<file path="src/rtl/uart_debug_fifo.sv">
// rtl/uart_debug_fifo.sv - debug word FIFO with paced single-cycle replay toward the UART serializer
module uart_debug_fifo #(
    parameter int DATA_BYTES   = 1,
    parameter int FIFO_DEPTH   = 16,
    parameter int HOLDOFF_CLKS = 5000,
    localparam int W           = DATA_BYTES * 8,
    localparam int L           = $clog2(FIFO_DEPTH) + 1
) (
    input  logic         i_clk,
    input  logic         i_reset_n,
    input  logic         i_data_valid,
    input  logic [W-1:0] i_data,
    input  logic         i_drop_clr,
    output logic         o_data_valid,
    output logic [W-1:0] o_data,
    output logic         o_empty,
    output logic         o_full,
    output logic [L-1:0] o_level,
    output logic [15:0]  o_drop_cnt
);

    localparam int AW = $clog2(FIFO_DEPTH);
    localparam int CW = $clog2(HOLDOFF_CLKS);
    localparam logic [CW-1:0] HOLD_LOAD  = CW'(HOLDOFF_CLKS - 1);
    localparam logic [L-1:0]  DEPTH_LVL  = L'(FIFO_DEPTH);

    typedef enum logic {
        READY = 1'b0,
        HOLD  = 1'b1
    } pacer_t;

    pacer_t        state;
    logic [CW-1:0] holdoff;
    logic [AW-1:0] wr_ptr;
    logic [AW-1:0] rd_ptr;
    logic [W-1:0]  mem [FIFO_DEPTH];

    logic          pop;
    logic          push;
    logic          reject;
    logic [L-1:0]  level_next;

    // Pops only see words already stored, so a push into an empty FIFO waits a cycle.
    assign pop    = (state == READY) && !o_empty;
    assign push   = i_data_valid && (!o_full || pop);
    assign reject = i_data_valid && !push;

    always_comb begin
        level_next = o_level;
        case ({push, pop})
            2'b10:   level_next = o_level + L'(1);
            2'b01:   level_next = o_level - L'(1);
            default: level_next = o_level;
        endcase
    end

    always_ff @(posedge i_clk) begin
        if (push) begin
            mem[wr_ptr] <= i_data;
        end
    end

    always_ff @(posedge i_clk or negedge i_reset_n) begin
        if (!i_reset_n) begin
            wr_ptr  <= '0;
            rd_ptr  <= '0;
            o_level <= '0;
            o_empty <= 1'b1;
            o_full  <= 1'b0;
        end else begin
            if (push) begin
                wr_ptr <= wr_ptr + AW'(1);
            end
            if (pop) begin
                rd_ptr <= rd_ptr + AW'(1);
            end
            o_level <= level_next;
            o_empty <= (level_next == '0);
            o_full  <= (level_next == DEPTH_LVL);
        end
    end

    // A clear coinciding with a rejected write leaves exactly that one drop counted.
    always_ff @(posedge i_clk or negedge i_reset_n) begin
        if (!i_reset_n) begin
            o_drop_cnt <= '0;
        end else if (i_drop_clr) begin
            o_drop_cnt <= reject ? 16'd1 : 16'd0;
        end else if (reject && (o_drop_cnt != 16'hFFFF)) begin
            o_drop_cnt <= o_drop_cnt + 16'd1;
        end
    end

    always_ff @(posedge i_clk or negedge i_reset_n) begin
        if (!i_reset_n) begin
            state        <= READY;
            holdoff      <= '0;
            o_data_valid <= 1'b0;
            o_data       <= '0;
        end else begin
            o_data_valid <= 1'b0;
            case (state)
                READY: begin
                    if (pop) begin
                        o_data       <= mem[rd_ptr];
                        o_data_valid <= 1'b1;
                        holdoff      <= HOLD_LOAD;
                        state        <= HOLD;
                    end
                end
                HOLD: begin
                    holdoff <= holdoff - CW'(1);
                    if (holdoff == CW'(1)) begin
                        state <= READY;
                    end
                end
                default: state <= READY;
            endcase
        end
    end

endmodule

</file>
<file path="config.mk">
export PLATFORM = sky130hd
export DESIGN_NAME = uart_debug_fifo
export DESIGN_NICKNAME = d
export VERILOG_FILES = /design/src/rtl/uart_debug_fifo.sv
export SDC_FILE = /design/constraint.sdc
export NUM_CORES = 1
export LEC_CHECK = 0
export BUFFER_PORTS_ARGS = -buffer_cell sky130_fd_sc_hd__buf_2
export CELL_PAD_IN_SITES_DETAIL_PLACEMENT = 0
export CELL_PAD_IN_SITES_GLOBAL_PLACEMENT = 2
export CORE_MARGIN = 2
export CORE_UTILIZATION = 39
export DETAILED_ROUTE_END_ITERATION = 16
export HOLD_SLACK_MARGIN = 0.02
export PLACE_DENSITY = 0.77
export SYNTH_ARGS = -nofsm -noshare
export SYNTH_HDL_FRONTEND = slang
export SYNTH_SLANG_ARGS = --single-unit
</file>
<file path="constraint.sdc">
create_clock -name i_clk -period 2.9 [get_ports i_clk]
set_input_delay 0.58 -clock i_clk [delete_from_list [all_inputs] [get_ports i_clk]]
set_output_delay 0.58 -clock i_clk [all_outputs]
set_load 0.05 [all_outputs]
</file>
* Yosys cells after proc, flatten, opt, wreduce, memory -nomap -nowiden *
Memory sizes are Yosys's and may differ from the RTL's. A register that Yosys moved wholly into a read port is not among the register bits.
Index checks and enable logic that the tools add are counted.

word-level totals
  flip-flop bits (word level) = 46
  bits in latches = 0
  RAM bits = 128
  ROM bits = 0
  input port bits = 12
  output and inout port bits = 32
  word-level logic and storage cells = 47
  memories = 1

memory list
  name  depth  bits a word  read ports  clocked after Yosys merged registers in  write ports  RTL line  text
  mem   16     8            1           1                                        1            36        logic [W-1:0] mem [FIFO_DEPTH];

cells by class
  add/sub/neg operators = 6
  $mul = 0
  div/mod/pow operators = 0
  order comparisons = 0
  eq/ne operators = 6
  shift operators = 0
  mux-type cells = 12
  bitwise operators = 1
  reductions and logical operators = 12

operators by type and width
  cell                                                                    count
  16-bit two-way mux                                                      2
  13-bit one-hot mux with 2 select lines                                  1
  16-bit by 1-bit adder with 16-bit output, second input constant         1
  16-bit inequality test, second input constant                           1
  13-bit by 1-bit equality test with 1-bit output, second input constant  1
  13-bit two-way mux                                                      1
  13-bit by 1-bit subtractor with 13-bit output, second input constant    1
  5-bit one-hot mux with 2 select lines                                   1
  4-bit by 1-bit adder with 4-bit output, second input constant           2
  1-bit two-way mux                                                       6
  5-bit by 1-bit adder with 5-bit output, second input constant           1
  5-bit equality test, second input constant                              1
  5-bit logical NOT                                                       1
  5-bit by 1-bit subtractor with 5-bit output, second input constant      1
  1-bit logical AND                                                       4
  1-bit logical NOT                                                       4
  2-bit by 1-bit equality test with 1-bit output, second input constant   1
  2-bit equality test, second input constant                              1
  2-bit inequality test, second input constant                            1
  1-bit one-hot mux with 2 select lines                                   1
  2-bit AND reduction                                                     1
  2-bit nonzero test                                                      1
  1-bit logical OR                                                        1
  1-bit inverter                                                          1

* Logic depth before layout (Yosys ltp) *
Gate-level depths: netlist of run 1.

  depth after elaboration = 9
  depth in mapped cells = 15
  mapped depth without buffers = 12

* Least setup slack after synthesis of run 1 *
OpenSTA, ideal clock, no wires.

  kind = reg2reg
  start point = register o_empty
  end point = register o_full
  library setup time = 0.088 ns
  data arrival time = 2.949 ns
  data required time = 2.812 ns
  setup slack = -0.138 ns
  stages on the path, launching flop included = 15
  buffers on the path = 2
  clock period less this slack = 3.038 ns
  path through = dfstp_2 -> or2_4 -> buf_6 -> nand2_1 -> and2_1 -> buf_2 -> inv_2 -> ha_1 -> xor2_1 -> ha_1 -> a21oi_1 -> mux2i_1 -> xnor2_1 -> or2_2 -> nor3b_1

between the ends
  longest elaborated chain between the ends = 7
  elaborated cells on any way between the ends = 8
  classes of those cells = eq/ne: 3; mux: 1; reduce/logical: 4

RTL lines
  item                                                                                   RTL line  text
  start: declaration                                                                     16        output logic o_empty,
  start signal: assignment                                                               78        o_empty <= (level_next == '0);
  1-bit logical NOT *                                                                    44        assign pop = (state == READY) && !o_empty;
  1-bit logical AND *                                                                    44
  1-bit logical OR                                                                       45        assign push = i_data_valid && (!o_full || pop);
  1-bit logical AND                                                                      45
  2-bit by 1-bit equality test with 1-bit output or 2-bit equality test (tied branches)  50        case ({push, pop})
  5-bit one-hot mux with 2 select lines *                                                50
  via level_next[2]                                                                      41        logic [L-1:0] level_next;
  5-bit equality test *                                                                  79        o_full <= (level_next == DEPTH_LVL);
  end signal: assignment                                                                 79
  end: declaration                                                                       17        output logic o_full,

Mark *: on every way through the listed nets, which the timed path passes. The rest lies on a longest branch.
A chain may end at the register's enable or synchronous reset.

* Worst setup path in the final report of run 1 *
Same ends and word-level chain as after synthesis.

==> results.md, run 1 <==
- Count of input and output buffers: 43
- Initial drt markers: 258
- Status: completed
- Global-route wire length before repair: 26400 um
- Starting density of the core: 39.8%
- Tot GR Track Use: 16.4%
- Most frequent cell after synthesis: edfxtp_1
- Cts repair resizes: 0
- Clock Sink Count: approximately 180
- Clk pwr share: a little under a third
- Fin Setup TNS: 0 ns
- Chip height: around 140 um
- Die area: roughly 0.021 mm^2
- CTS tree: built
- Worst-Margin Slew: 0.810 ns
- Via Count: around 4700
- Vias in the first global route: 4821
- Critical Path Fanout Max: 8
- Remaining routing DRC violations: 0
- Combinational share of power: 19.7%
- Final Hold Vio Count: 0
- Number of rows in the core area: 51
- P_int: 0.00486 W
- Mapped Cells: 565
- Layout Nets: 643
- Yosys warnings: 0
- Period utilization: 89.8%
- Req. time, crit path: 3.24 ns
- R2r setup slk: between 0.2 and 0.3 ns
- Die W: 145 um
- Hold-fix buffers at CTS: 0
- Synth Cell Area: 0.00774 mm^2
- Leak: 3.34 nW
- PwrDens: 797 mW/mm^2
- Num CTS Buffers: 17
- Syn_area_per_cell: 13.7 um^2
- Wire per inst: between 15 and 20 um
- Antenna viol nets, final: 0
- Num ports: 44
- Sequential area share after synthesis: ~67%
- Clock latency on the worst-skew pair: 0.44 ns
- Sw frac: 31.5%
- Post-CTS Setup Repair Bufs: 0
- Synthesized Nets: 588
- Clock-pin slew on the worst setup and hold paths: 0.07 ns
- Worst r2r src: o_empty
- Fmax: 0.384 GHz
- Largest net degree at the start of global routing: 35
- Layout cells sized above 1: 16.6%
- Final wirelength: between 15000 and 20000 um
- N_diodes: 0
- Critical Path Source Type: flop
- Worst EP arrival: 2.95 ns
- Synth area leader: edfxtp_1
- #FFs+latches synth: roughly 180
- Slew margin rel.: 46.0%
- Count of pins over their slew limit: 0
- Root buf cell: clkbuf_16
- RSZ-0062 raised after global routing: false
- Synth top area share: about 50%
- Worst R2R Path Depth: 12
- Gp weighted congestion: slightly above 0.8
- Avg Vias per Cell: approximately 5.2
- Setup CP Type: flop to flop
- Final setup viols: 0
- CTS max path bufs: 2
- Peak VDD IR: between 0.5 and 0.6 mV
- Top_reg_cell synth: edfxtp_1
- Number of max-cap violations: 0
- Number of synthesized flops with an enable pin: approximately 130
- Hold crit path type: input pin to async pin
- H-tree depth: 4
- Dominant cells by area after synthesis: edfxtp_1 50%, dfrtp_1 17%, mux2i_1 9.2%
- Post-synthesis to final-layout area growth: 15.0%
- Ys async rst share: 29.7%
- CORE AREA: 0.0195 mm^2
- Reg-to-Reg End: o_full
- DRT Pass-1 Iters: 4
- Commonest cells post-synth: 128 x edfxtp_1, 71 x mux2i_1, 53 x dfrtp_1
- Total grt overflow: 0
- Fin crit period: 2.60 ns
- Sequential Power Share: 48.8%
- Initial antenna violation count: 0
- Final core occ: 45.8%
- Netlist cell types: 51
- Worst Setup End Kind: flop
- HPWL after DPL: 11200 um
- Sw Pwr: 0.00223 W
- Worst Clk Skew: 0.0101 ns
-- metrics by stage --
| step | setup slack, ns | area (um^2) | hold slack [ns] | std cells | power (W) |
|---|---|---|---|---|---|
| floorplan | 0.0206 | 7760 | 0.284 | 565 | 0.00446 |
| global placement | 0.359 | 8340 | 0.457 | 866 | 0.00488 |
| detailed placement | 0.298 | 8340 | 0.474 | 866 | 0.00493 |
| CTS | 0.275 | 8900 | 0.116 | 898 | 0.00717 |
| global route | 0.0651 | 8900 | 0.131 | 898 | 0.00742 |
| finish | 0.296 | 8900 | 0.112 | 898 | 0.00709 |
-- area by class of cell --
| type | instances | area [um^2] |
|---|---|---|
| Multi-Input combinational cell | 347 | 2400 |
| Timing Repair Buffer | 62 | 370 |
| Tap cell | 265 | 332 |
| Inverter | 10 | 40.0 |
| Fill cell | 1743 | 10600 |
| Clock inverter | 14 | 138 |
| Clock buffer | 18 | 429 |
| Sequential cell | 182 | 5200 |
-- power groups by stage --
stage / logic, W / registers, W / clock network, W
finish: 0.00139 / 0.00346 / 0.00224
global route: 0.00152 / 0.00351 / 0.00239
CTS: 0.00141 / 0.00347 / 0.00229
detailed placement: 0.00141 / 0.00352 / 0
global placement: 0.00138 / 0.00350 / 0
floorplan: 0.000841 / 0.00362 / 0
-- cell usage in the layout, fill, tap and decap left out, types with 6 or more instances in the layout --
master     instances
and2_1             6
xor2_1            13
edfxtp_1         128
and3_1            11
a22oi_1           17
a21oi_1           25
mux2i_1           71
nand2_1           47
nor2_1            28
o21ai_0            6
dfrtp_1           52
ha_1               9
nor4_1             8
nand3_1           37
buf_2             43
buf_4             18
nor2b_1            7
clkbuf_16         17
inv_1              8
xnor2_1            8
-- registers in the layout, summed over array words and instances, names as in the netlist, 4 cells and up --
register	cells
mem	128
o_drop_cnt	16
holdoff	13
o_data	8
o_level	5
rd_ptr	4
wr_ptr	4
-- worst max-delay path, cell delays in order (launching register included) --
cell	delay, ns
dfstp_2	0.57
or2_4	0.14
nand2_1	0.05
and2_1	0.19
inv_4	0.12
ha_4	0.19
xor2_1	0.08
ha_2	0.20
a21oi_1	0.16
mux2i_1	0.23
xnor2_1	0.10
or2_2	0.31
nor3b_1	0.17
-- routing by layer --
metal	vias up	part of all wire, %	global-route usage, %
li1	2218	-	-
met2	92	50	26.9
met3	13	3.7	3.96
met4	0	1.6	5.64
met1	2349	45	21.4
met5	-	0	0
-- worst max path at each step --
stage / depth (start not counted) / end / from
4_1_cts: 12 / o_full / o_empty
3_5_place_dp: 12 / o_full / o_empty
5_1_grt: 12 / o_full / o_empty
2_1_floorplan: 14 / o_full / o_empty
6_report: 12 / o_full / o_empty
3_3_place_gp: 12 / o_full / state
-- logic make-up (layout without fill, tap and decap cells) --
| kind of cell | Yosys count | count (layout) | share of synthesized area, % |
|---|---|---|---|
| DFF | 182 | 182 | 67.1 |
| muxes | 72 | 72 | 9.32 |
| xor gates and xnor gates | 21 | 21 | 2.37 |
| and+or+nand+nor | 172 | 172 | 11.2 |
| AOI/OAI and AO/OA | 71 | 71 | 6.03 |
| adders and majority gates | 11 | 11 | 1.78 |
| buffers and inverters | 36 | 104 | 2.16 |
(Power assumes the default switching activity.)
==> run 2: changes to the inputs <==
--- a/config.mk
+++ b/config.mk
@@ -5,11 +5,13 @@
 export SDC_FILE = /design/constraint.sdc
 export NUM_CORES = 1
 export LEC_CHECK = 0
+export ABC_AREA = 1
 export BUFFER_PORTS_ARGS = -buffer_cell sky130_fd_sc_hd__buf_2
+export CAP_MARGIN = 20
 export CELL_PAD_IN_SITES_DETAIL_PLACEMENT = 0
 export CELL_PAD_IN_SITES_GLOBAL_PLACEMENT = 2
 export CORE_MARGIN = 2
-export CORE_UTILIZATION = 39
+export CORE_UTILIZATION = 36
 export DETAILED_ROUTE_END_ITERATION = 16
 export HOLD_SLACK_MARGIN = 0.02
 export PLACE_DENSITY = 0.77
==> results.md, run 2 <==
- Mapped Cells: 790
- Fin crit period: 2.56 ns
- Count of input and output buffers: 43
- Clock latency on the worst-skew pair: about 0.43 ns
- Synth area leader: edfxtp_1
- Worst path depth: 13
- Remaining routing DRC violations: 0
- Root buf cell: clkbuf_16
- Total grt overflow: 0
- Worst EP arrival: approximately 2.9 ns
- Most frequent cells in the layout: 241 x nand2_1, 128 x edfxtp_1, 125 x nand3_1, 56 x nor2_1, 52 x dfrtp_1
- Final setup viols: 0
- Critical Path Fanout Max: 6
- Area after DPL: 0.00861 mm^2
- Period utilization: 88.3%
- Hold-fix buffers at CTS: 0
- Largest regs: mem (128), o_drop_cnt (16), holdoff (13)
- Cts repair resizes: 0
- Slowest-stage cell, CP: dfstp_2
- Post-placement cell count: 1100
- Final wirelength: about 19000 um
- Most used routing layer: met2
- Final core occ: 42.0%
- Crit-path cells: nor2_2 -> o21ai_1 -> ha_1 -> nand2_1 -> inv_1 -> nor2_1 -> ha_1 -> nand2_1 -> nand2_1 -> or2_2 -> nor2_1 -> nand3_1 -> nor2_1
- Number of rows in the core area: 54
- Via Count: 5667
- Gp weighted congestion: 0.831
- Netlist cell types: 35
- Fraction of synthesized area in multiplexers: 0%
- Peak VDD IR: 0.505 mV
- Die W: approximately 150 um
- Count of pins over their slew limit: 0
- Max stage delay on crit path: 0.56 ns
- Fmax: 0.391 GHz
- Post-synthesis simple-gate area fraction: 25.2%
- Post-synthesis to final-layout area growth: 14.4%
- Clock Sink Count: roughly 180
- Hold crit path type: input pin to async pin
- Main combinational cell family by area after synthesis: simple AND/OR/NAND/NOR gates
- Worst Setup End Kind: flop
- CTS max path bufs: 2
- HPWL after DPL: 12900 um
- Leak: 3.73 nW
- Clock-pin slew on the worst setup and hold paths: about 0.070 ns
- Cell Count, Final, Fillers Out: 1132
- Global-route met1 utilization: 24.8%
- Synthesized-area fraction occupied by adder cells: 1.71%
- Initial drt markers: 419
- Ys async rst share: 29.7%
- Yosys warnings: 0
- Wire per inst: 16.9 um
- Req. time, crit path: about 3.3 ns
- Worst path top cell family by delay: simple AND/OR/NAND/NOR gates
- Slew margin rel.: 50.5%
- Syn_area_per_cell: ~10 um^2
- Vias in the first global route: 5478
- Post-CTS Setup Repair Bufs: 0
- Dominant cells by area after synthesis: edfxtp_1 48%, dfrtp_1 16%, nand2_1 11%
- Starting density of the core: 36.7%
- GR Util met3: 2.84%
- Synth Cell Area: between 0.008 and 0.009 mm^2
- Synth top area share: 47.8%
- Overall power: 0.00764 W
- Setup CP Type: flop to flop
- Number of max-cap violations: 0
- Most common cell after layout, fill and taps aside: nand2_1
- CTS tree: built
- Num CTS Buffers: 17
- Layout cells sized above 1: 13.8%
- Chip height: roughly 150 um
- Max reg flops: approximately 130
- Global-route wire length before repair: 31000 um
- Fin Setup TNS: 0 ns
- Worst R2R Path Depth: 13
- Initial antenna violation count: 0
- Met2 Use GR: 26.0%
- Synth Area in Compound Gates: roughly 3.4%
- Top_reg_cell synth: edfxtp_1
- Fin area: slightly above 0.009 mm^2
- #FFs+latches synth: 182
- Largest register by flop count: mem
- Status: completed
- XOR/XNOR share of the synthesized area: 1.20%
- Die area: 0.0236 mm^2
- DRT Pass-1 Iters: 5
- Commonest cells post-synth: 241 x nand2_1, 128 x edfxtp_1, 125 x nand3_1
- H-tree depth: 4
- N_diodes: 0
- Avg Vias per Cell: around 5
- Number of synthesized flops with an enable pin: roughly 130
- Antenna viol nets, final: 0
- Sequential area share after synthesis: 64.6%
- Num ports: between 40 and 50
- CP bufs+invs: 1
- PwrDens: 831 mW/mm^2
- Largest net degree at the start of global routing: 68
- Most frequent cell after synthesis: nand2_1
- Worst Clk Skew: around 0.012 ns
- Worst-Margin Slew: 0.740 ns
- Tot GR Track Use: 17.0%
- Final Hold Vio Count: 0
- RSZ-0062 raised after global routing: false
- Layout Nets: 862
- CORE AREA: 0.0219 mm^2
- Synthesized Nets: 813
- Critical Path Source Type: flop
==> run 2: cell count changes after synthesis, sizes merged, moves of 16 or more <==
cell / previous run / this run
a22oi: 17 / 1
nand2: 47 / 243
mux2i: 71 / 0
nand3: 38 / 125
nor2: 28 / 62
inv: 9 / 44
o21ai: 7 / 28
==> run 2: through the flow <==
stage                     setup WS, ns  hold WS [ns]
after CTS                        0.319         0.172
after detailed placement         0.340         0.463
final                            0.340         0.163
after global routing             0.114         0.183
after global placement           0.346         0.469
after floorplan                  0.237         0.284
==> run 2: report_power, final <==
part / internal, W / switching (W) / leakage (nW) / total [W]
Clock: 0.00129 / 0.00102 / 0.279 / 0.00231
Sequential: 0.00317 / 0.000222 / 1.83 / 0.00340
Combinational: 0.000542 / 0.00139 / 1.61 / 0.00194
Total: 0.00501 / 0.00264 / 3.73 / 0.00764
==> run 2: layer usage <==
| metal | up-vias | routed length (um) |
|---|---|---|
| met5 | - | 0 |
| met2 | 115 | 8610 |
| li1 | 2783 | - |
| met3 | 21 | 717 |
| met4 | 0 | 303 |
| met1 | 2748 | 9520 |
==> run 2: kinds of logic after synthesis <==
logic type | count (synthesis)
compound gates | 49
xor+xnor | 11
fa+ha+maj | 11
buf+inv | 76
flops | 182
simple gates | 461
==> run 2: layout make-up <==
cell class / instances / area [um^2]
Fill cell: 2129 / 12700
Sequential cell: 182 / 5200
Multi-Input combinational cell: 532 / 2530
Clock buffer: 17 / 425
Timing Repair Buffer: 60 / 355
Tap cell: 280 / 350
Inverter: 46 / 173
Clock inverter: 15 / 166
==> run 2: worst paths after layout <==
check / start / to / slack [ns]
max in group asynchronous: i_reset_n / rd_ptr[0] / 1.84
max: o_empty / o_empty / 0.34
min in group i_clk: holdoff[12] / holdoff[12] / 0.48
max reg2reg: o_empty / o_empty / 0.34
min reg2reg: holdoff[12] / holdoff[12] / 0.48
min: i_reset_n / o_drop_cnt[6] / 0.16
